**src/rtl/pipeline_ctrl_pkg.sv**
```systemverilog
// Purpose: shared types, defaults and helpers for the pipeline hazard/stall controller.
// Latency: n/a (package only).
// Backpressure: n/a (package only).
package pipeline_ctrl_pkg;

  // Default parameter values for pipeline_ctrl
  localparam int unsigned ADDR_SIZE_DEF   = 10;
  localparam int unsigned REG_SEL_DEF     = 5;
  localparam int unsigned MEM_TIMEOUT_DEF = 255;

  // Width of the saturating stall-cycle counter
  localparam int unsigned STALL_CNT_W = 16;

  // Data-memory access tracker states
  typedef enum logic [1:0] {
    IDLE = 2'd0,
    WAIT = 2'd1,
    ERR  = 2'd2
  } mem_state_e;

  // Per-register hold controls
  typedef struct packed {
    logic pc;
    logic if_id;
    logic id_ex;
    logic ex_mem;
  } stall_t;

  // Per-register bubble-insert controls
  typedef struct packed {
    logic if_id;
    logic id_ex;
    logic ex_mem;
    logic mem_wb;
  } flush_t;

  // Increment that sticks at all-ones instead of wrapping
  function automatic logic [STALL_CNT_W-1:0] sat_inc(input logic [STALL_CNT_W-1:0] v);
    return (v == {STALL_CNT_W{1'b1}}) ? v : v + {{(STALL_CNT_W-1){1'b0}}, 1'b1};
  endfunction

endpackage

```
**src/rtl/pipeline_ctrl_hazard.sv**
```systemverilog
// Purpose: load-use hazard detection between the ID instruction and a load in EX.
// Latency: purely combinational, same cycle.
// Backpressure: none; result feeds the stall/flush priority logic in the top.
module pipeline_ctrl_hazard #(
  parameter int unsigned REG_SEL = 5
) (
  input  logic [REG_SEL-1:0] id_rs1_i,
  input  logic [REG_SEL-1:0] id_rs2_i,
  input  logic               id_use_rs1_i,
  input  logic               id_use_rs2_i,
  input  logic [REG_SEL-1:0] ex_rd_i,
  input  logic               ex_mem_read_i,
  output logic               load_use_o
);

  logic rs1_hit;
  logic rs2_hit;
  logic rd_nonzero;

  // A load writing x0 never creates a real dependency
  always_comb begin
    rd_nonzero = (ex_rd_i != '0);
    rs1_hit    = id_use_rs1_i & (id_rs1_i == ex_rd_i);
    rs2_hit    = id_use_rs2_i & (id_rs2_i == ex_rd_i);
    load_use_o = ex_mem_read_i & rd_nonzero & (rs1_hit | rs2_hit);
  end

endmodule

```
**src/rtl/pipeline_ctrl.sv**
```systemverilog
// Purpose: pipeline hazard controller: stalls, flushes, PC redirect and dmem wait tracking.
// Latency: stall/flush/redirect outputs are combinational in the same cycle; FSM and counters update on the clock.
// Backpressure: a dmem access not ready holds every stage and bubbles MEM/WB; a timed-out access stalls until reset.
module pipeline_ctrl
  import pipeline_ctrl_pkg::*;
#(
  parameter int unsigned ADDR_SIZE   = ADDR_SIZE_DEF,
  parameter int unsigned REG_SEL     = REG_SEL_DEF,
  parameter int unsigned MEM_TIMEOUT = MEM_TIMEOUT_DEF
) (
  input  logic                   clk,
  input  logic                   rst,
  // ID stage sources
  input  logic [REG_SEL-1:0]     id_rs1,
  input  logic [REG_SEL-1:0]     id_rs2,
  input  logic                   id_use_rs1,
  input  logic                   id_use_rs2,
  // ID/EX register outputs
  input  logic [REG_SEL-1:0]     ex_rd,
  input  logic                   ex_mem_read,
  // EX/MEM register outputs
  input  logic                   mem_branch,
  input  logic                   mem_alu_zero,
  input  logic                   mem_jump,
  input  logic                   mem_read,
  input  logic                   mem_write,
  input  logic [ADDR_SIZE-1:0]   mem_branch_target,
  // Data memory handshake
  input  logic                   dmem_ready,
  output logic                   dmem_req,
  // Pipeline register controls
  output logic                   pc_stall,
  output logic                   if_id_stall,
  output logic                   id_ex_stall,
  output logic                   ex_mem_stall,
  output logic                   if_id_flush,
  output logic                   id_ex_flush,
  output logic                   ex_mem_flush,
  output logic                   mem_wb_flush,
  output logic                   pc_sel,
  output logic [ADDR_SIZE-1:0]   pc_target,
  // Status
  output logic                   mem_err,
  output logic [STALL_CNT_W-1:0] stall_cnt
);

  localparam int unsigned CNT_W = $clog2(MEM_TIMEOUT + 1);
  localparam logic [CNT_W-1:0] TIMEOUT_C = CNT_W'(MEM_TIMEOUT);

  mem_state_e             state_q, state_d;
  logic [CNT_W-1:0]       wait_cnt_q, wait_cnt_d, wait_cnt_inc;
  logic [STALL_CNT_W-1:0] stall_cnt_q, stall_cnt_d;

  logic   taken;
  logic   mem_op;
  logic   mem_stall;
  logic   load_use;
  stall_t stall;
  flush_t flush;

  pipeline_ctrl_hazard #(
    .REG_SEL (REG_SEL)
  ) u_hazard (
    .id_rs1_i      (id_rs1),
    .id_rs2_i      (id_rs2),
    .id_use_rs1_i  (id_use_rs1),
    .id_use_rs2_i  (id_use_rs2),
    .ex_rd_i       (ex_rd),
    .ex_mem_read_i (ex_mem_read),
    .load_use_o    (load_use)
  );

  // Resolve redirect and memory-request conditions from the EX/MEM register
  always_comb begin
    taken     = (mem_branch & mem_alu_zero) | mem_jump;
    mem_op    = mem_read | mem_write;
    dmem_req  = mem_op & (state_q != ERR);
    mem_stall = (dmem_req & ~dmem_ready) | (state_q == ERR);
  end

  // Priority select: memory stall over redirect over load-use bubble
  always_comb begin
    stall     = '0;
    flush     = '0;
    pc_sel    = 1'b0;
    pc_target = '0;
    if (mem_stall) begin
      // Freeze everything upstream of MEM and drop a bubble into WB
      stall        = '{pc: 1'b1, if_id: 1'b1, id_ex: 1'b1, ex_mem: 1'b1};
      flush.mem_wb = 1'b1;
    end else if (taken) begin
      // Squash the three younger instructions fetched down the wrong path
      pc_sel       = 1'b1;
      pc_target    = mem_branch_target;
      flush.if_id  = 1'b1;
      flush.id_ex  = 1'b1;
      flush.ex_mem = 1'b1;
    end else if (load_use) begin
      // Hold fetch/decode one cycle and bubble EX until the load data is forwardable
      stall.pc    = 1'b1;
      stall.if_id = 1'b1;
      flush.id_ex = 1'b1;
    end
  end

  // Fan the packed controls out to the individual ports
  always_comb begin
    pc_stall     = stall.pc;
    if_id_stall  = stall.if_id;
    id_ex_stall  = stall.id_ex;
    ex_mem_stall = stall.ex_mem;
    if_id_flush  = flush.if_id;
    id_ex_flush  = flush.id_ex;
    ex_mem_flush = flush.ex_mem;
    mem_wb_flush = flush.mem_wb;
    mem_err      = (state_q == ERR);
    stall_cnt    = stall_cnt_q;
  end

  // Access tracker next state: count wait cycles, give up after MEM_TIMEOUT
  always_comb begin
    state_d      = state_q;
    wait_cnt_d   = wait_cnt_q;
    wait_cnt_inc = (wait_cnt_q == TIMEOUT_C) ? wait_cnt_q : wait_cnt_q + CNT_W'(1);
    unique case (state_q)
      IDLE: begin
        // Counter is kept clear so it starts at zero on entry to WAIT
        wait_cnt_d = '0;
        if (dmem_req & ~dmem_ready) begin
          state_d = WAIT;
        end
      end
      WAIT: begin
        wait_cnt_d = wait_cnt_inc;
        if (dmem_ready) begin
          state_d = IDLE;
        end else if (wait_cnt_inc == TIMEOUT_C) begin
          state_d = ERR;
        end
      end
      ERR: begin
        // Only reset leaves the error state
        state_d = ERR;
      end
      default: begin
        state_d    = IDLE;
        wait_cnt_d = '0;
      end
    endcase
  end

  // Stall-cycle statistic, saturating
  always_comb begin
    stall_cnt_d = stall.pc ? sat_inc(stall_cnt_q) : stall_cnt_q;
  end

  // State registers; reset drops any in-flight access
  always_ff @(posedge clk or negedge rst) begin
    if (!rst) begin
      state_q     <= IDLE;
      wait_cnt_q  <= '0;
      stall_cnt_q <= '0;
    end else begin
      state_q     <= state_d;
      wait_cnt_q  <= wait_cnt_d;
      stall_cnt_q <= stall_cnt_d;
    end
  end

endmodule

```
**config.mk**
```make
export PLATFORM = sky130hd
export DESIGN_NAME = pipeline_ctrl
export DESIGN_NICKNAME = d
export VERILOG_FILES = /design/src/rtl/pipeline_ctrl_pkg.sv /design/src/rtl/pipeline_ctrl_hazard.sv /design/src/rtl/pipeline_ctrl.sv
export SDC_FILE = /design/constraint.sdc
export NUM_CORES = 1
export LEC_CHECK = 0
export CAP_MARGIN = 20
export CORE_MARGIN = 3
export CORE_UTILIZATION = 25
export DETAILED_ROUTE_END_ITERATION = 10
export SLEW_MARGIN = 20
export SYNTH_ARGS = -nofsm -noshare
export SYNTH_HDL_FRONTEND = slang
export SYNTH_SLANG_ARGS = --single-unit
```
**constraint.sdc**
```tcl
create_clock -name clk -period 2.5 [get_ports clk]
set_input_delay 0.25 -clock clk [delete_from_list [all_inputs] [get_ports clk]]
set_output_delay 0.25 -clock clk [all_outputs]
set_load 0.01 [all_outputs]
```
==> results of run 1 <==
-- stage by stage --
stage / instance area (um^2) / util
after global routing: 2550 / 0.399
after global placement: 2480 / 0.388
after CTS: 2530 / 0.397
final: 2550 / 0.399
after detailed placement: 2480 / 0.388
after floorplan: 1660 / -
-- kinds of logic after synthesis --
family / synth area share
and+or+nand+nor: 0.284
xor gates and xnor gates: 0.142
DFF: 0.391
AOI/OAI and AO/OA: 0.0932
buffers and inverters: 0.0489
muxes: 0.0256
adders and majority gates: 0.0150
-- power groups by stage --
stage	Sequential (mW)	Combinational (mW)	Clock (mW)
finish	0.540	0.417	0.272
global route	0.551	0.454	0.303
floorplan	0.561	0.161	0
CTS	0.540	0.423	0.287
global placement	0.548	0.420	0
detailed placement	0.546	0.424	0
-- area by class of cell --
cell class              instances  area [um^2]  area share
multi-input cells             138          942       0.369
repair buffers                 82          803       0.315
flip-flops and latches         26          651       0.255
well taps                      77         96.3      0.0378
clock buffers                   4         55.1      0.0216
inverters                       1         3.75     0.00147
-- cell usage in the layout (no fill, tap or decap), types with 2 or more instances in the layout --
master           count
nand3_2              4
a21oi_1              2
clkdlybuf4s50_1     69
nor2_1               9
nand2b_1             3
xnor2_1             26
clkbuf_8             4
mux2_2               2
o21ai_0             10
nand4_1             13
and3_1              11
dlymetal6s2s_1       3
buf_4               10
o31ai_1              2
mux2i_1              2
dfrtp_1             26
and2_1              12
nand2_1             15
nand3_1              6
ha_1                 2
-- registers in the layout, indices dropped and copies added (netlist names) --
register    cells
state_q         2
wait_cnt_q      8
stall_cnt      16
-- worst min path at each step --
| stage | startpoint | end | slack [ns] |
|---|---|---|---|
| floorplan | rst | stall_cnt[0] | -0.05 |
| global placement | stall_cnt[15] | stall_cnt[15] | 0.48 |
| detailed placement | stall_cnt[4] | stall_cnt[4] | 0.48 |
| CTS | rst | stall_cnt[10] | 0.36 |
| global route | rst | stall_cnt[1] | 0.39 |
| finish | rst | stall_cnt[1] | 0.34 |
-- timing repair --
action | 4_1_cts | 5_1_grt
gates resized for setup | 0 | 5
setup endpoints to repair | 0 | 3
hold buffers | 0 | 0
endpoints found under the hold margin | 0 | 0
-- routing by layer --
layer / GRT usage / part of all wire / up-vias
met5: 0 / 0 / -
met4: 0.0349 / 0.0096 / 0
met1: 0.149 / 0.46 / 723
met3: 0.0282 / 0.095 / 4
li1: - / - / 774
met2: 0.189 / 0.43 / 69
==> impl_results.md, run 1 <==
- Die Y: 87.6 um
- R2r endpoint: stall_cnt[1]
- Pre-CTS WS: 0.0587 ns
- Via total after detailed routing: about 1,600
- CP startpoint: state_q[1]
- Final Cycle Share: 0.865
- Global route overflow: 0
- Max-slew headroom: 0.748
- Num CTS Buffers: 3
- CP delay by family, top: buffers and inverters
- Synth Instances: 176
- Global-route usage over all layers: 0.115
- Critical path arrival: 1.91 ns
- Post-Place Cells: between 300 and 400
- Sequential area share after synthesis: 0.391
- Final non-filler cell total: ~330
- Core ar.: 6390 um^2
- Die ar.: 7670 um^2
- Fmax: around 460 MHz
- CTS tree: done
- Nets@finish: just under 300
- R2r setup slk: 0.43 ns
- Post-CTS Repair Setup Buffers: 0
- CP Cell Sequence: nor2b_1 -> o21bai_1 -> nor2_1 -> buf_4 -> and2_1 -> clkdlybuf4s50_1
- P_int: 0.879 mW
- Mapped Area: 1660 um^2
- Max Cap Violations: 0
- Reg2Reg Depth: 6
- Leak pwr: 1.05 nW
- Initial core utilization: 0.261
- Post-route DRC: 0
- Worst setup path endpoint: pc_target[5]
- Vias per cell: between 4 and 5
- Yosys cell types: 39
- Pwr dens: 482 nW/um^2
- Remaining antenna violation count: 0
- Tightest Pin Transition: about 0.38 ns
- Final HPWL DP: 3.36 mm
- Post-synth EDFFs: 0
- First-pass GRT wire length: 7.21 mm
- Synth-to-Final Area Change: 53.3%
- Setup violators final: 0
- PnR worst setup slack: about 0.34 ns
- Worst skew pair latency: 0.27 ns
- Layout fillers: 637
- Total Neg Setup Slack: 0 ns
- Final min period: 2.16 ns
- # clock sinks: 26
- Clock Path Buffers: 2
- Crit path launch type: flip-flop
- FF-to-FF Start: stall_cnt[0]
- Synth Flop Type: dfrtp_1
- Combinational share of power: 0.340
- Hold WC Path Type: in -> async
- Drt total wl: 4.37 mm
- Mean Syn Cell Area: 9.46 um^2
- 1st-iter DRT viols: 36
- Final count of hold timing violations: 0
- Sw Ratio: 0.285
- # diodes: 0
- Synth cell count leaders: 26 x dfrtp_1, 26 x xnor2_1, 15 x nand2_1
- #FFs+latches synth: 26
- Critical path capture point type: output pin
- Worst Path Buf+Inv: 2
- DRT Pass-1 Iters: 4
- Share of flip-flops with an asynchronous set or reset: 1.00
- Synth top area share: 0.391
- H-tree depth: 1
- IO Port Bufs: 72
- Slowest CP cell: clkdlybuf4s50_1
- # IOs: 73
- GP Congestion: 0.808
- Sequential power share: 0.439
- RSZ-0062 raised after global routing: false
- Critical path class: reg -> out
- Root Driver: clkbuf_8
- Die W: 87.6 um
- Reg clk slew, reported paths: around 0.090 ns
- Initial antenna violation count: 0
- Number of global-route vias before repair: 1,546
- Slew Viols, Final: 0
- Rows: 29
- Status: completed
- Syn nets: 214
- Crit-path max FO: 13
- Clock power share: 0.221
- Critical Path RT: 2.25 ns
- Critical path depth in cells: 6
- Pwr Total: 1.23 mW
- Worst hold margin: around 0.34 ns
- Worst vdd ir: 239 uV
- Warnings, synthesis: 0
- Dominant cell type by area after synthesis: dfrtp_1
- Ranking of synthesized cells by area: dfrtp_1 39%, xnor2_1 14%, nand4_1 4.9%
- P_sw: 0.351 mW
- WL/cell: 13.3 um
- Slowest stage delay, CP: approximately 0.53 ns
- Largest net degree at the start of global routing: 27
- Layout cells sized above 1: 0.104
- Post-Route Skew: 0.00220 ns
Power figures use the tool's default switching activity.
==> run 2: changes to the inputs <==
Settings changed: TNS_END_PERCENT set to 5.
==> results of run 2 <==
Same layout as run 1: the final DEF is identical, and so are final timing and power.
==> run 3: changes to the inputs <==
Settings changed: ABC_AREA set to 1, GPL_ROUTABILITY_DRIVEN set to 0.
==> impl_results.md, run 3 <==
- CP delay by family, top: buffers and inverters
- Clock Path Buffers: 2
- Most common cell in the netlist: nand2_1
- Metal2 WL: 2.25 mm
- Final HPWL DP: 3.89 mm
- Yosys cell types: 29
- Uppermost layer routed: met3
- Max reg flops: 16
- Fmax: 421 MHz
- Synth top area share: 0.328
- Num CTS Buffers: 3
- Setup violators final: 0
- Syn nets: about 350
- Layout Utilization: 0.382
- Met3 WL: 365 um
- Die ar.: 9040 um^2
- Global-route usage over all layers: 0.115
- Vias per cell: 4.41
- Worst hold margin: 0.344 ns
- Xor/xnor cell area share of the yosys netlist: 0.0662
- Initial antenna violation count: 0
- # diodes: 0
- Combinational family with the most area after synthesis: simple AND/OR/NAND/NOR gates
- Sequential area share after synthesis: 0.328
- Core ar.: 7490 um^2
- DRT Pass-1 Iters: 4
- Largest net degree at the start of global routing: 27
- Slew Viols, Final: 0
- Worst skew pair latency: 0.27 ns
- Critical path arrival: 2.13 ns
- Post-synth EDFFs: 0
- Ranking of synthesized cells by area: dfrtp_1 33%, nand2_1 21%, nand3_1 9.6%
- WL/cell: approximately 11 um
- Worst Path Buf+Inv: 3
- Number of global-route vias before repair: 2,001
- Reg clk slew, reported paths: 0.09 ns
- Commonest non-fill, non-tap cells in the layout: 108 x nand2_1, 72 x clkdlybuf4s50_1, 39 x nor2_1, 39 x inv_1, 38 x nand3_1
- Synth cell count leaders: 109 x nand2_1, 40 x inv_1, 40 x nor2_1
- Reg2Reg Depth: 8
- Root Driver: clkbuf_8
- Hold WC Path Type: in -> async
- Synth Flop Type: dfrtp_1
- Mux share of post-synthesis cell area: 0
- Area of the multi-input gates: between 1000 and 1500 um^2
- Global route overflow: 0
- Final Cycle Share: 0.951
- DP Area: 2780 um^2
- Final min period: roughly 2.4 ns
- First-pass GRT wire length: between 8 and 9 mm
- Initial core utilization: 0.265
- Layout fillers: 775
- R2r endpoint: stall_cnt[2]
- Synth Instances: 310
- Warnings, synthesis: 0
- Leak pwr: 1.37 nW
- Critical Path RT: 2.25 ns
- Dominant cell type by area after synthesis: dfrtp_1
- Crit path launch type: flip-flop
- Adder-Cell Fraction of Synth Area: 0.0126
- Critical path class: reg -> out
- Synth-to-Final Area Change: 44.1%
- FF-to-FF Start: stall_cnt[0]
- RSZ-0062 raised after global routing: false
- Simple-gate portion of the synthesized area: 0.428
- #FFs+latches synth: 26
- Post-Route Skew: 0.00540 ns
- Rows: 31
- Post-route DRC: 0
- Slowest CP cell: clkdlybuf4s50_1
- Pre-CTS WS: 0.125 ns
- Die W: 95.1 um
- Max Cap Violations: 0
- Slowest stage delay, CP: roughly 0.55 ns
- Post-CTS Repair Setup Buffers: 0
- Metal1 wirelength: 2.41 mm
- 1st-iter DRT viols: 129
- Mapped Area: 1980 um^2
- Drt total wl: 5.03 mm
- # IOs: 73
- Nets@finish: 419
- Worst vdd ir: 287 uV
- Via total after detailed routing: 2,111
- CTS tree: done
- Pwr dens: 632 nW/um^2
- Final count of hold timing violations: 0
- Layout cells sized above 1: 0.0500
- # clock sinks: 26
- Commonest non-fill, non-tap cell in the layout: nand2_1
- Sequential Area: roughly 650 um^2
- Mean Syn Cell Area: about 6.4 um^2
- Die Y: between 90 and 100 um
- Tightest Pin Transition: 0.725 ns
- PnR worst setup slack: 0.123 ns
- Critical path capture point type: output pin
- H-tree depth: 1
- Total Neg Setup Slack: 0 ns
- Final std cell area, no fill: roughly 2900 um^2
- IO Port Bufs: 72
- Crit-path max FO: 11
- Remaining antenna violation count: 0
- CP Cell Sequence: inv_2 -> nor2_4 -> nor2_1 -> nand2_1 -> nand2_2 -> nor2_2 -> inv_2 -> nor2_1 -> clkdlybuf4s50_1
- Synth Area in Compound Gates: 0.0404
- Share of flip-flops with an asynchronous set or reset: 1.00
- Max-slew headroom: 0.517
- Status: completed
- R2r setup slk: 0.32 ns
run 3: metrics by stage:
stage	power, mW	instances
final	1.81	479
after global routing	1.95	479
after CTS	1.83	479
after detailed placement	1.45	475
after global placement	1.44	475
after floorplan	1.06	310
run 3: worst max-delay path by stage:
stage                     startpoint            to  cells after the start
after floorplan           state_q[0]  pc_target[0]                      9
after global placement     mem_write  pc_target[3]                      9
after detailed placement   mem_write  pc_target[8]                      9
after CTS                 state_q[1]  pc_target[8]                      9
after global routing      state_q[1]  pc_target[7]                      9
final                     state_q[1]  pc_target[8]                      9
run 3: metal layers:
layer,GRT usage,vias to the layer above
met5,0,-
met4,0.0264,0
met3,0.0245,0
met2,0.181,75
met1,0.161,944
li1,-,1092
run 3: repair_timing:
| item | in CTS | in global routing |
|---|---|---|
| resized for setup | 3 | 1 |
| setup endpoints to repair | 11 | 11 |
| hold buffers | 0 | 0 |
| pin swaps | 0 | 0 |
run 3: cell type report:
class | instances | area share
Clock buffer | 3 | 0.0144
Inverter | 42 | 0.0552
Tap cell | 99 | 0.0433
Timing Repair Buffer | 77 | 0.265
Multi-Input combinational cell | 231 | 0.384
Clock inverter | 1 | 0.0105
Sequential cell | 26 | 0.228
run 3: power by group:
part	leakage (nW)	total [mW]	internal, mW	switching [mW]
combinational	0.982	0.875	0.424	0.451
clock	0.0357	0.358	0.214	0.144
sequential	0.354	0.575	0.489	0.0858
total	1.37	1.81	1.13	0.680
run 3: worst register-to-register path: stages, from the launching register on:
cell,delay (ns)
dfrtp_1,0.42
ha_1,0.22
nand3_2,0.13
nor2_4,0.17
nand3_1,0.12
or3b_1,0.69
nand2_8,0.27
nand2_1,0.07
nand2_1,0.06
run 3: logic make-up (layout without fill, tap and decap cells):
family / after synthesis / count (layout)
AND/OR/NAND/NOR: 199 / 199
buffers and inverters: 53 / 123
flip-flops: 26 / 26
AO/OA/AOI/OAI: 15 / 15
XOR/XNOR: 15 / 15
adder cells (fa/ha/maj): 2 / 2
